`src/rtl/dmem_arbiter.sv`:
```
// ============================================================================
// dmem_arbiter : two-master round-robin arbiter for the data memory port and
//                the 4-register peripheral window, with registered read return.
// Revision     : 1.0
// ============================================================================
`default_nettype none

module dmem_arbiter #(
  parameter logic [31:0] PERIPH_BASE = 32'd512,
  parameter int unsigned PERIPH_SPAN = 16,
  parameter int unsigned MAX_HOLD    = 4
) (
  input  logic        clk,
  input  logic        reset_n,
  input  logic        m0_req,
  input  logic [31:0] m0_addr,
  input  logic [3:0]  m0_we,
  input  logic [31:0] m0_wdata,
  output logic        m0_gnt,
  output logic        m0_rvalid,
  output logic [31:0] m0_rdata,
  input  logic        m1_req,
  input  logic [31:0] m1_addr,
  input  logic [3:0]  m1_we,
  input  logic [31:0] m1_wdata,
  output logic        m1_gnt,
  output logic        m1_rvalid,
  output logic [31:0] m1_rdata,
  output logic [31:0] daddr,
  output logic [31:0] dwdata,
  output logic [3:0]  we,
  input  logic [31:0] drdata,
  output logic        ce_p,
  output logic        we_p,
  output logic [1:0]  addr,
  output logic [31:0] wdata,
  input  logic [31:0] rdata
);

  localparam int unsigned HW = $clog2(MAX_HOLD + 1);
  localparam logic [HW-1:0] c_HOLD_MAX = HW'(MAX_HOLD);

  typedef enum logic [1:0] {
    S_IDLE = 2'd0,
    S_OWN0 = 2'd1,
    S_OWN1 = 2'd2
  } state_t;

  state_t        r_state, w_state_nxt;
  logic [HW-1:0] r_hold, w_hold_nxt, w_hold_inc;
  logic          r_prio, w_prio_nxt;
  logic          w_sel, w_own, w_own_req, w_oth_req, w_gnt;
  logic [31:0]   w_addr, w_wdata, w_rd_src;
  logic [3:0]    w_we;
  logic          w_periph;
  logic          r_m0_rvalid, r_m1_rvalid;
  logic [31:0]   r_m0_rdata, r_m1_rdata;

  assign w_sel     = (r_state == S_OWN1);
  assign w_own     = (r_state != S_IDLE);
  assign w_own_req = w_sel ? m1_req : m0_req;
  assign w_oth_req = w_sel ? m0_req : m1_req;
  assign w_gnt     = w_own && w_own_req;
  assign m0_gnt    = w_gnt && !w_sel;
  assign m1_gnt    = w_gnt && w_sel;

  assign w_addr  = w_sel ? m1_addr  : m0_addr;
  assign w_wdata = w_sel ? m1_wdata : m0_wdata;
  assign w_we    = w_sel ? m1_we    : m0_we;

  // 33-bit compare keeps the exclusive upper bound correct near the top of memory
  assign w_periph = ({1'b0, w_addr} >= {1'b0, PERIPH_BASE}) &&
                    ({1'b0, w_addr} <  ({1'b0, PERIPH_BASE} + 33'(PERIPH_SPAN)));
  assign w_rd_src = w_periph ? rdata : drdata;

  always_comb begin
    daddr  = '0;
    dwdata = '0;
    we     = '0;
    ce_p   = 1'b0;
    we_p   = 1'b0;
    addr   = '0;
    wdata  = '0;
    if (w_gnt) begin
      if (w_periph) begin
        ce_p  = 1'b1;
        we_p  = |w_we;
        addr  = w_addr[3:2];
        wdata = w_wdata;
      end else begin
        daddr  = w_addr;
        dwdata = w_wdata;
        we     = w_we;
      end
    end
  end

  assign w_hold_inc = (r_hold == c_HOLD_MAX) ? r_hold : r_hold + 1'b1;

  always_comb begin
    w_state_nxt = r_state;
    w_hold_nxt  = r_hold;
    w_prio_nxt  = r_prio;
    case (r_state)
      S_IDLE: begin
        if (m0_req && m1_req) w_state_nxt = r_prio ? S_OWN1 : S_OWN0;
        else if (m0_req)      w_state_nxt = S_OWN0;
        else if (m1_req)      w_state_nxt = S_OWN1;
      end
      S_OWN0, S_OWN1: begin
        if (w_gnt) begin
          w_hold_nxt = w_hold_inc;
          w_prio_nxt = ~w_sel;
        end
        if (w_oth_req && (!w_own_req || w_hold_inc == c_HOLD_MAX)) begin
          w_state_nxt = w_sel ? S_OWN0 : S_OWN1;
          w_hold_nxt  = '0;
        end else if (!w_own_req && !w_oth_req) begin
          w_state_nxt = S_IDLE;
          w_hold_nxt  = '0;
        end
      end
      default: begin
        w_state_nxt = S_IDLE;
        w_hold_nxt  = '0;
      end
    endcase
  end

  always_ff @(posedge clk or negedge reset_n) begin
    if (!reset_n) begin
      r_state <= S_IDLE;
      r_hold  <= '0;
      r_prio  <= 1'b0;
    end else begin
      r_state <= w_state_nxt;
      r_hold  <= w_hold_nxt;
      r_prio  <= w_prio_nxt;
    end
  end

  // Read data is captured at the grant edge and returned for one cycle
  always_ff @(posedge clk or negedge reset_n) begin
    if (!reset_n) begin
      r_m0_rvalid <= 1'b0;
      r_m1_rvalid <= 1'b0;
      r_m0_rdata  <= '0;
      r_m1_rdata  <= '0;
    end else begin
      r_m0_rvalid <= m0_gnt && (m0_we == 4'd0);
      r_m1_rvalid <= m1_gnt && (m1_we == 4'd0);
      if (m0_gnt && (m0_we == 4'd0)) r_m0_rdata <= w_rd_src;
      if (m1_gnt && (m1_we == 4'd0)) r_m1_rdata <= w_rd_src;
    end
  end

  assign m0_rvalid = r_m0_rvalid;
  assign m1_rvalid = r_m1_rvalid;
  assign m0_rdata  = r_m0_rdata;
  assign m1_rdata  = r_m1_rdata;

endmodule

`default_nettype wire

```
`config.mk`:
```
export PLATFORM = sky130hd
export DESIGN_NAME = dmem_arbiter
export DESIGN_NICKNAME = d
export VERILOG_FILES = /design/src/rtl/dmem_arbiter.sv
export SDC_FILE = /design/constraint.sdc
export NUM_CORES = 1
export LEC_CHECK = 0
export ABC_CLOCK_PERIOD_IN_PS = 2600
export BUFFER_PORTS_ARGS = -buffer_cell sky130_fd_sc_hd__buf_2
export CORE_AREA = 4 4 143 145
export CTS_BUF_LIST = sky130_fd_sc_hd__clkbuf_4
export DETAILED_ROUTE_END_ITERATION = 10
export DIE_AREA = 0 0 147 149
export GPL_TIMING_DRIVEN = 0
export SETUP_SLACK_MARGIN = 0.05
export SLEW_MARGIN = 20
export SYNTH_ARGS = -nofsm -noshare
export SYNTH_HDL_FRONTEND = slang
export SYNTH_SLANG_ARGS = --single-unit
```
`constraint.sdc`:
```
create_clock -name clk -period 2.6 [get_ports clk]
set_clock_uncertainty 0.1 [all_clocks]
set_input_delay 0 -clock clk [delete_from_list [all_inputs] [get_ports clk]]
set_output_delay 0 -clock clk [all_outputs]
set_load 0.1 [all_outputs]
```
==> run metrics, run 1 <==
register area share after synthesis=0.407; min Tclk post-route=between 2 and 3 ns; Final Cell Area=11300 um^2; Hold Violations, Final=0; CP max stage delay=0.48 ns; final worst setup slack=-0.372 ns; die width=147 um; Reg clk slew, reported paths=approximately 0.13 ns; DPL Wire Length=roughly 18000 um; Gate Count Post-Synth=530; peak supply drop=roughly 1200 uV; average cell area after synthesis=roughly 8.4 um^2; largest cells by area after synthesis=dfrtp_1, mux2i_1, nor2_1, o21ai_0, nand2_1; f_max=0.336 GHz; final setup vio count=153; Critical Path RT=2.50 ns; die height=149 um; CP dominant cell by count=buf_12; initial antenna violation count=11; critical path type=reg -> out; run status=complete, but fails checks; Root Driver=clkbuf_4; drt total wl=28300 um; DP Area=between 7000 and 8000 um^2; Syn-to-layout area delta=155%; DR vias=6344; vias in the first global route=6820; Post-synth EDFFs=0; routability cong.=0.845; failing checks=negative setup slack; grt ovf=0; headroom to the max-slew limit=0.463; async set-or-reset flop fraction in the synthesized netlist=1.00; class of the worst hold path=in -> reg; most common cell in the netlist=nor2_1; largest net degree at the start of global routing=between 50 and 60; worst-path fanout max=6; Vias per Instance=4.85; Row Count=51; CTS tree=done; Core ar.=19200 um^2; Syn Nets=740; worst slew pin tran=about 0.8 ns; Avg WL per Cell=around 22 um; Post-synth top cells=nor2_1, nand2_1, dfrtp_1; Fin Setup TNS=-35.84 ns; final hold slack=0.177 ns; worst skew pair latency=roughly 0.42 ns; drt drc=0; maxcap violations=0; unrepaired setup endpoints after global routing=yes; flops & latches, synth=between 70 and 80; ANT nets after route=0; Syn Std Cell Area=about 4400 um^2; number of H-tree levels=3; area leader, netlist=dfrtp_1; slowest cell on the critical path=or4b_4; first-pass GRT wire length=41200 um; clock sink count=72; Slew Viols, Final=0; die area=21900 um^2; initial DRC count=228; DRT Pass-1 Iters=5; Worst setup SP type=flop; CTS Buf Count=9; arrival time at the worst endpoint=2.87 ns; Setup Slack @ Placement=-0.741 ns; yosys warns=0; I/O pins=~380; Synth Flop Type=dfrtp_1; maximum root-to-sink buffer count=2; Initial Utilization=0.230; Tot GR Track Use=0.243; IO Port Bufs=approximately 380; PwrDens=1080 nW/um^2; crit end category=primary output; Netlist cell types=38; fin crit share=1.14; CP cell instances=inv_2, ha_4, or4b_4, nor4_4, o21a_1, buf_6, buf_12, buf_16, buf_12, buf_16, nor2_4, buf_12; cell leakage power=roughly 0.0049 uW; Final nets=1241; layout cells sized above 1=0.598; share of the synthesized area in the top cell type=0.407
[layout make-up]
class / count / area, um^2
diodes: 6 / 15.0
plain buffers: 38 / 400
clock buffers: 10 / 75.1
clock inverters: 6 / 91.3
fillers: 1460 / 7930
inverters: 10 / 37.5
multi-input cells: 407 / 3630
flip-flops and latches: 72 / 1800
well taps: 265 / 332
repair buffers: 493 / 4890
[registers in the layout (all words and copies together) (netlist names)]
register,cells
m0_rdata,32
m0_rvalid,1
m1_rdata,32
m1_rvalid,1
r_hold,3
r_prio,1
r_state,2
[routing by layer]
layer	part of all wire	track usage	vias to the layer above
li1	-	-	2863
met1	0.36	0.273	3023
met4	0.039	0.107	12
met3	0.075	0.0641	82
met2	0.52	0.436	364
met5	0.0034	0	-
[timing repair]
action                     4_1_cts  5_1_grt
buffers inserted                28       23
cloned                          11        0
pin swaps                       61       20
hold buffers                    69        0
resized for setup              554       83
hold endpoints to repair       138        0
setup endpoints to repair      173      175
[power breakdown]
part	internal, uW	total, uW	leakage [uW]	switching [uW]
combinational	2570	9570	0.00383	7000
clock	403	822	0.0000793	418
sequential	1520	1750	0.000965	235
total	4490	12100	0.00488	7650
[final timing paths]
kind                                           from                       end  slack [ns]  cells past startpoint
min in group asynchronous                   reset_n  m0_rdata[13]$_DFFE_PN0P_        0.56                      4
hold / removal                             m1_we[3]   m1_rdata[4]$_DFFE_PN0P_        0.18                      5
max in group asynchronous                   reset_n  m0_rdata[31]$_DFFE_PN0P_        0.65                      4
hold reg to reg            m1_rdata[24]$_DFFE_PN0P_  m1_rdata[24]$_DFFE_PN0P_        0.39                      2
setup reg to reg             r_state[0]$_DFFE_PN0P_   m1_rdata[1]$_DFFE_PN0P_       -0.26                     13
setup / recovery             r_state[0]$_DFFE_PN0P_                dwdata[17]       -0.37                     12
[through the flow]
step | cells | util | total power, uW
final | 1307 | 0.587 | 12100
after CTS | 1294 | 0.575 | 12100
after detailed placement | 1171 | 0.388 | 9600
after global routing | 1305 | 0.587 | 12600
after floorplan | 530 | - | 8260
after global placement | 1170 | 0.386 | 9560
[worst max-delay path, delay by kind of cell, from the launching register on]
family | cells | cell delay [ns]
compound gates | 1 | 0.23
simple gates | 3 | 0.78
fa+ha+maj | 1 | 0.13
flops | 1 | 0.41
buf+inv | 7 | 0.90
[cell usage in the layout (no fill, tap or decap), types with 6 or more instances in the layout]
| cell type | n |
|---|---|
| a21oi_1 | 6 |
| a22oi_1 | 29 |
| buf_12 | 119 |
| buf_16 | 7 |
| buf_2 | 270 |
| buf_4 | 14 |
| buf_6 | 16 |
| clkbuf_1 | 11 |
| clkbuf_2 | 6 |
| clkbuf_4 | 17 |
| dfrtp_1 | 71 |
| diode_2 | 6 |
| dlygate4sd3_1 | 69 |
| inv_1 | 9 |
| mux2i_1 | 40 |
| mux2i_2 | 7 |
| mux2i_4 | 24 |
| nand2_1 | 74 |
| nor2_4 | 99 |
| nor3_4 | 7 |
| nor4_1 | 10 |
| o21ai_0 | 43 |
| o21ai_1 | 25 |
[cell families (layout without fill, tap and decap cells)]
family	count (synthesis)	after routing	synth area share
and+or+nand+nor	212	212	0.204
AOI/OAI and AO/OA	117	117	0.157
muxes	72	72	0.163
DFF	72	72	0.407
buffers and inverters	51	557	0.0517
adders and majority gates	6	6	0.0170
other	0	6	0
Power figures use the tool's default switching activity.
==> run 2, diff against run 1 <==
--- a/config.mk
+++ b/config.mk
@@ -7,11 +7,12 @@
 export LEC_CHECK = 0
 export ABC_CLOCK_PERIOD_IN_PS = 2600
 export BUFFER_PORTS_ARGS = -buffer_cell sky130_fd_sc_hd__buf_2
-export CORE_AREA = 4 4 143 145
+export CORE_AREA = 2 2 145 147
 export CTS_BUF_LIST = sky130_fd_sc_hd__clkbuf_4
 export DETAILED_ROUTE_END_ITERATION = 10
 export DIE_AREA = 0 0 147 149
 export GPL_TIMING_DRIVEN = 0
+export HOLD_SLACK_MARGIN = 0.1
 export SETUP_SLACK_MARGIN = 0.05
 export SLEW_MARGIN = 20
 export SYNTH_ARGS = -nofsm -noshare
==> run 2 against run 1 <==
Compared with the run above:
- the run still ends with negative setup slack left
- sequential power about the same
- clock power down 6.9%
- utilization down 2.9 points
- cell count up 1.5%
- maximum frequency up 0.58%
- non-clock buffer count up 5
- count of clock-buffer cells in the layout down 1
- sequential share of layout area down 0.28 points
- critical path depth unchanged
- worst hold slack worse by 0.049 ns
- largest cell class unchanged
==> run metrics, run 2 (synthesis results as in run 1) <==
Avg WL per Cell=21.9 um (+0.80%); Syn-to-layout area delta=159%; CTS tree=done; Worst Path Buf+Inv=7 (unchanged); Reg clk slew, reported paths=0.15 ns (+0.02 ns); die area=21900 um^2 (unchanged); maxcap violations=0 (unchanged); number of H-tree levels=3 (unchanged); placed instance count=1181 (+0.85%); die width=147 um (unchanged); critical path type=reg -> out; final setup vio count=162 (+5.9%); commonest cells after routing, fill and taps aside=buf_2, buf_12, nor2_4; CP dominant cell by count=buf_12; Worst setup SP type=flop; initial DRC count=318 (+39%); drt drc=0 (unchanged); f_max=0.338 GHz (+0.58%); Final Cell Area=11500 um^2 (+1.8%); I/O pins=376 (unchanged); headroom to the max-slew limit=0.533 (+0.0702); IO Port Bufs=375 (unchanged); Critical Path RT=2.50 ns (about the same); run status=complete, but fails checks; PwrDens=1060 nW/um^2 (-1.6%); crit end category=primary output; Final nets=1246 (+0.40%); ANT nets after route=0 (unchanged); DPL Wire Length=18100 um (-1.9%); unrepaired setup endpoints after global routing=yes; Finished Layout Cells=1326 (+1.5%); Fin Setup TNS=-29.77 ns (+6.07 ns); worst-path fanout max=5 (-1); min Tclk post-route=2.95 ns (-0.0172 ns); fin crit share=1.14 (-0.00661); drt total wl=29000 um (+2.3%); slowest cell on the critical path=or4b_4; cell leakage power=0.00493 uW (+0.96%); class of the worst hold path=in -> reg; Row Count=53 (+3.9%); Vias per Instance=4.92 (+1.3%); DP Area=7460 um^2 (+0.17%); peak supply drop=1020 uV (-17%); first-pass GRT wire length=41400 um (+0.39%); clock sink count=72 (unchanged); die height=149 um (unchanged); largest net degree at the start of global routing=48 (-13%); worst skew pair latency=0.42 ns (about the same); layout cells sized above 1=0.618 (+0.0192); worst slew pin tran=0.700 ns (-0.103 ns); Pwr Total=12200 uW (+0.13%); initial antenna violation count=10 (-1); arrival time at the worst endpoint=2.85 ns (-0.02 ns); Root Driver=clkbuf_4; CP cell instances=inv_2, ha_4, or4b_4, nor4_4, o21a_1, buf_6, buf_12, buf_12, buf_12, buf_16, nor2_4, buf_12; Slew Viols, Final=0 (unchanged); Core ar.=20600 um^2 (+7.0%); CP max stage delay=0.47 ns (about the same); failing checks=negative setup slack; final worst setup slack=-0.355 ns (+0.0172 ns); grt ovf=0 (unchanged); Tot GR Track Use=0.248 (+0.00466); crit-path leading delay family=buffers and inverters; Initial Utilization=0.215 (-0.0151); vias in the first global route=6867 (+0.69%); Setup Slack @ Placement=-0.675 ns (+0.0657 ns); maximum root-to-sink buffer count=2 (unchanged); routability cong.=0.894 (+5.7%); Hold Violations, Final=0 (unchanged); commonest non-fill, non-tap cell in the layout=buf_2; DRT Pass-1 Iters=6 (+1); DR vias=6521 (+2.8%); CTS Buf Count=9 (unchanged)
-- run 2: where the power goes --
part	switching, uW	total [uW]	internal (uW)
clock	461	765	304
combinational	7050	9620	2570
sequential	252	1770	1520
-- run 2: layout make-up --
class,count,area (um^2)
Buffer,41,453
Multi-Input combinational cell,407,3750
Clock buffer,9,67.6
Antenna cell,10,25.0
Clock inverter,7,80.1
Tap cell,275,344
Sequential cell,72,1800
Fill cell,1623,9090
Timing Repair Buffer,495,4910
Inverter,10,37.5
-- run 2: worst paths after layout --
kind,start,to,slack [ns],cells past startpoint
worst max-delay path,r_state[0]$_DFFE_PN0P_,dwdata[15],-0.35,12
worst min-delay path,m0_we[2],m0_rdata[2]$_DFFE_PN0P_,0.13,5
worst max register to register,r_state[0]$_DFFE_PN0P_,m1_rdata[3]$_DFFE_PN0P_,-0.30,14
worst min register to register,m0_rdata[31]$_DFFE_PN0P_,m0_rdata[31]$_DFFE_PN0P_,0.39,2
max in group asynchronous,reset_n,r_hold[0]$_DFFE_PN0P_,1.61,4
min in group asynchronous,reset_n,m1_rdata[16]$_DFFE_PN0P_,0.52,4
-- run 2: through the flow --
step	util	hold slack [ns]
final	0.558	0.128
after global routing	0.558	0.151
after CTS	0.546	0.248
after detailed placement	0.363	-0.156
after global placement	0.361	0.213
after floorplan	-	-0.396
-- run 2: routing by layer --
layer	vias up	GRT usage	routed length, um
met3	72	0.0541	1990
li1	2877	-	-
met4	2	0.129	1220
met1	3180	0.283	10700
met2	390	0.438	15000
met5	-	0	13
-- run 2: worst reg2reg max path, stage by stage (launching register included) --
cell,delay (ns)
dfrtp_1,0.42
inv_2,0.08
ha_4,0.12
or4b_4,0.47
nor4_4,0.23
o21a_1,0.24
buf_6,0.14
buf_12,0.09
buf_12,0.13
buf_4,0.12
buf_8,0.10
buf_4,0.11
buf_8,0.12
mux2i_4,0.25
o21ai_1,0.08
-- run 2: what timing repair did --
action | CTS | global route
setup endpoints to repair | 173 | 175
hold buffers | 69 | 0
gates resized for setup | 617 | 95
pin swaps | 63 | 22
buffers inserted | 39 | 15
cloned | 10 | 0
hold endpoints to repair | 141 | 0
